[src/rtl/n4_ms_c2_arbiter.sv]
// n4_ms_c2_arbiter: one 4-bit sign-magnitude to two's-complement
// converter shared by two req/ack requesters, result on valid/ready
`timescale 1ns/1ps

module n4_ms_c2_arbiter #(
  parameter bit FIXED_PRIO = 1'b0
) (
  input  logic       clock,
  input  logic       reset_,
  input  logic       a_req,
  input  logic [3:0] a_abs,
  input  logic       a_sgn,
  output logic       a_ack,
  input  logic       b_req,
  input  logic [3:0] b_abs,
  input  logic       b_sgn,
  output logic       b_ack,
  output logic [3:0] z3_z0,
  output logic       ow,
  output logic       z_src,
  output logic       z_valid,
  input  logic       z_ready
);

  typedef struct packed {
    logic [3:0] mag;
    logic       sgn;
  } op_t;

  typedef enum logic [1:0] {
    IDLE,
    CONV,
    OUT
  } state_t;

  state_t     state;
  op_t        op;
  logic       last_b;
  logic       pick_b;
  logic [3:0] cz;
  logic       cow;

  // choose B when it alone requests, or on a tie when A went last
  always_comb begin
    pick_b = 1'b0;
    unique case (1'b1)
      (a_req && b_req): pick_b = FIXED_PRIO ? 1'b0 : ~last_b;
      (b_req && !a_req): pick_b = 1'b1;
      default: pick_b = 1'b0;
    endcase
  end

  // the shared converter: negate magnitude when sign is set
  always_comb begin
    cz = op.mag;
    if (op.sgn) begin
      cz = ~op.mag + 4'd1;
    end
    cow = op.mag[3] & ~(op.sgn & (op.mag[2:0] == 3'b000));
  end

  // grant, convert, then hold the result until the consumer takes it
  always_ff @(posedge clock or negedge reset_) begin
    if (!reset_) begin
      state   <= IDLE;
      a_ack   <= 1'b0;
      b_ack   <= 1'b0;
      z_valid <= 1'b0;
      z3_z0   <= 4'b0000;
      ow      <= 1'b0;
      z_src   <= 1'b0;
      op      <= '0;
      last_b  <= 1'b1;
    end else begin
      a_ack <= 1'b0;
      b_ack <= 1'b0;
      unique case (state)
        IDLE: begin
          if (a_req || b_req) begin
            op.mag <= pick_b ? b_abs : a_abs;
            op.sgn <= pick_b ? b_sgn : a_sgn;
            z_src  <= pick_b;
            last_b <= pick_b;
            a_ack  <= ~pick_b;
            b_ack  <= pick_b;
            state  <= CONV;
          end
        end
        CONV: begin
          z3_z0   <= cz;
          ow      <= cow;
          z_valid <= 1'b1;
          state   <= OUT;
        end
        OUT: begin
          if (z_ready) begin
            z_valid <= 1'b0;
            state   <= IDLE;
          end
        end
        default: state <= IDLE;
      endcase
    end
  end

endmodule

[config.mk]
export PLATFORM = sky130hd
export DESIGN_NAME = n4_ms_c2_arbiter
export DESIGN_NICKNAME = d
export VERILOG_FILES = /design/src/rtl/n4_ms_c2_arbiter.sv
export SDC_FILE = /design/constraint.sdc
export NUM_CORES = 1
export LEC_CHECK = 0
export CAP_MARGIN = 15
export CORE_AREA = 2 2 59 61
export DETAILED_ROUTE_END_ITERATION = 16
export DIE_AREA = 0 0 61 63
export GPL_TIMING_DRIVEN = 0
export PLACE_DENSITY = 0.57
export SETUP_SLACK_MARGIN = 0.3
export SLEW_MARGIN = 15
export SYNTH_ARGS = -nofsm -noshare
export SYNTH_HDL_FRONTEND = slang
export SYNTH_SLANG_ARGS = --single-unit
[constraint.sdc]
create_clock -name clock -period 3.2 [get_ports clock]
set_input_delay 0.64 -clock clock [delete_from_list [all_inputs] [get_ports clock]]
set_output_delay 0.64 -clock clock [all_outputs]
set_load 0.005 [all_outputs]
==> run summary <==
Pwr/cell area: 845 nW/um^2
Dpl cell area: 1060 sq um
Clock sinks: 17
Number of enable flip-flop cells after synthesis: 0
Vias per inst: 4.02
Most frequent cells after synthesis: dfrtp_1 (16), mux2i_1 (8), nand2_1 (7), o21ai_0 (7), inv_1 (5)
Endpoints failing setup: 0
CP cell instances: clkdlybuf4s50_1, a21bo_1, buf_6, mux2_4, mux2_2
Final instance area: 1080 sq um
Cells on Worst Hold Path: 1
Worst path slowest cell: clkdlybuf4s50_1
Core area: 3230 sq um
Worst R2R Start: last_b$_DFFE_PN1P_
Pin count of the biggest net entering global routing: 18
Post-CTS Setup Inserts: 0
Antenna fix cells: 0
CTS buffer count: 3
Clock power share: 13.0%
Max Slew Vio Count: 0
Avg Inst Size Synth: 11.7 sq um
Hold wc startpoint: z_src$_DFFE_PN0P_
Cell Area, Synth: 769 sq um
Critical path class: input port to flip-flop
Routed Antenna Nets: 0
# resized after CTS: 0
Max-Slew Margin vs Limit: 50.1%
Leading area contributor after synthesis: dfrtp_1
Final Power: 0.915 mW
Flop2flop setup slack: 1.73 ns
Switching fraction of total power: 34.4%
Reg power frac: 43.9%
P_leak: 0.506 nW
Synth Instances: 66
Worst-path clk slew: 0.09 ns
DR pass1 iterations: 4
WP data arrival: 2.06 ns
Gate power share: 43.2%
Placed cells: 135
Clk_lat worst skew: 0.30 ns
Via Count: 559
Crit. End Element: flip-flop
Prevailing post-synth register cell: dfrtp_1
Worst slew pin tran: 0.746 ns
Hold Path Class: flip-flop to flip-flop
Run status: completed
Cell Int Power: 0.600 mW
Root buffer cell: clkbuf_4
Vias in the first global route: 564
PortBufs: 23
H-tree levels: 1
# DRC: 0
Total grt overflow: 0
RSZ-0062 raised after global routing: no
Die Wd: 61 um
DP Worst Slack: 1.02 ns
WL final: 1510 um
Worst Reg2Reg Path Length in Cells: 4
RR Endpoint: op[4]$_DFFE_PN0P_
Crit-path max FO: 7
Area Overhead vs Synth: 40.8%
Register area share after synthesis: 55.4%
Die area: 3840 sq um
Total track usage: 8.96%
Clk_skew: 0.00556 ns
Hold endpoint: z_src$_DFFE_PN0P_
Maximum operating frequency: 534 MHz
Placer Congestion: 0.689
Worst Path Buf+Inv: 2
Share of synthesized flip-flops with an asynchronous set or reset: 100%
# IOs: 24
Setup TNS: 0 ns
Psw: 0.315 mW
Worst VDD drop: 0.000238 V
Synth cell types: 22
Crit share post-route: 58.5%
Fin worst setup slack: 1.33 ns
Flops & latches, synth: 17
Final instance count without filler cells: 139
CTS tree: done
Max incr delay on CP: 0.51 ns
Dominant cells by area after synthesis: dfrtp_1 (52%), mux2i_1 (10%), o21ai_0 (4.6%), mux2_4 (3.9%), dfstp_2 (3.4%)
Hold-fix buffers, CTS: 0
Die Y: 63 um
Initial DRC Count: 3
Cell Rows: 21
Hold slack: 0.491 ns
First-pass GRT wire length: 2590 um
Initial Utilization: 23.8%
DR WL/cell: 10.8 um
Most common cell in the netlist: dfrtp_1
Initial antenna violation count: 0
CP top delay family: buffers and inverters
Total Nets Final: 111
Fin util: 33.5%
Max Buffers Root-to-Sink: 2
Tmin final: 1.87 ns
Synth top area share: 52.0%
Final hold violations: 0
Post-DP HPWL: 1190 um
Max-Cap Viols: 0
CP required: 3.39 ns
Post-Syn Nets: 83
Ys Warns: 0
Crit start category: input port
Layout cell share with drive strength beyond 1: 10.8%
==> worst max path at each step <==
stage	startpoint	to	slack, ns	cells after the start
after floorplan	b_req	op[0]$_DFFE_PN0P_	1.59	4
after global placement	b_req	op[0]$_DFFE_PN0P_	1.03	5
after detailed placement	b_req	op[4]$_DFFE_PN0P_	1.02	5
after CTS	b_req	op[0]$_DFFE_PN0P_	1.34	5
after global routing	b_req	op[4]$_DFFE_PN0P_	1.30	5
final	b_req	op[4]$_DFFE_PN0P_	1.33	5
==> flip-flops by register name (all words and copies together) (netlist names) <==
signal / cells
state: 2
z_valid: 1
a_ack: 1
op: 5
z_src: 1
last_b: 1
ow: 1
z3_z0: 4
b_ack: 1
==> layout by cell type (no fill, tap or decap), drive strengths merged, types with 2 or more instances in the layout <==
| master | n |
|---|---|
| inv | 5 |
| clkdlybuf4s50 | 23 |
| a21oi | 2 |
| nor2 | 2 |
| dfrtp | 16 |
| nand2b | 2 |
| mux2 | 4 |
| o21ai | 8 |
| clkbuf | 5 |
| ha | 2 |
| nand2 | 7 |
| mux2i | 8 |
==> power by group through the flow <==
| stage | clock (mW) | sequential, mW | combinational, mW |
|---|---|---|---|
| floorplan | 0 | 0.395 | 0.226 |
| global placement | 0 | 0.399 | 0.390 |
| detailed placement | 0 | 0.409 | 0.404 |
| CTS | 0.121 | 0.404 | 0.405 |
| global route | 0.129 | 0.419 | 0.454 |
| finish | 0.119 | 0.401 | 0.395 |
==> layer usage <==
metal / wire (um) / global-route usage [%] / vias up
met1: 702 / 12.8 / 260
met3: 90 / 2.07 / 3
li1: - / - / 277
met5: 0 / 0 / -
met2: 679 / 12.6 / 19
met4: 32 / 4.08 / 0
==> cells by family (layout without fill, tap and decap cells) <==
group | Yosys count | count (layout) | share of synthesized area [%]
flip-flops | 17 | 17 | 55.4
AO/OA/AOI/OAI | 14 | 14 | 11.1
AND/OR/NAND/NOR | 13 | 13 | 7.48
multiplexers | 12 | 12 | 17.2
buffers and inverters | 7 | 34 | 4.39
adder cells (fa/ha/maj) | 2 | 2 | 3.25
XOR/XNOR | 1 | 1 | 1.14
==> layout make-up <==
class | count | area (sq um)
inverters | 5 | 18.8
clock buffers | 4 | 26.3
multi-input cells | 42 | 309
well taps | 46 | 57.6
plain buffers | 2 | 15.0
repair buffers | 23 | 230
flip-flops and latches | 17 | 427
fillers | 338 | 2150
Note: power is estimated with default switching activity, not from simulation.
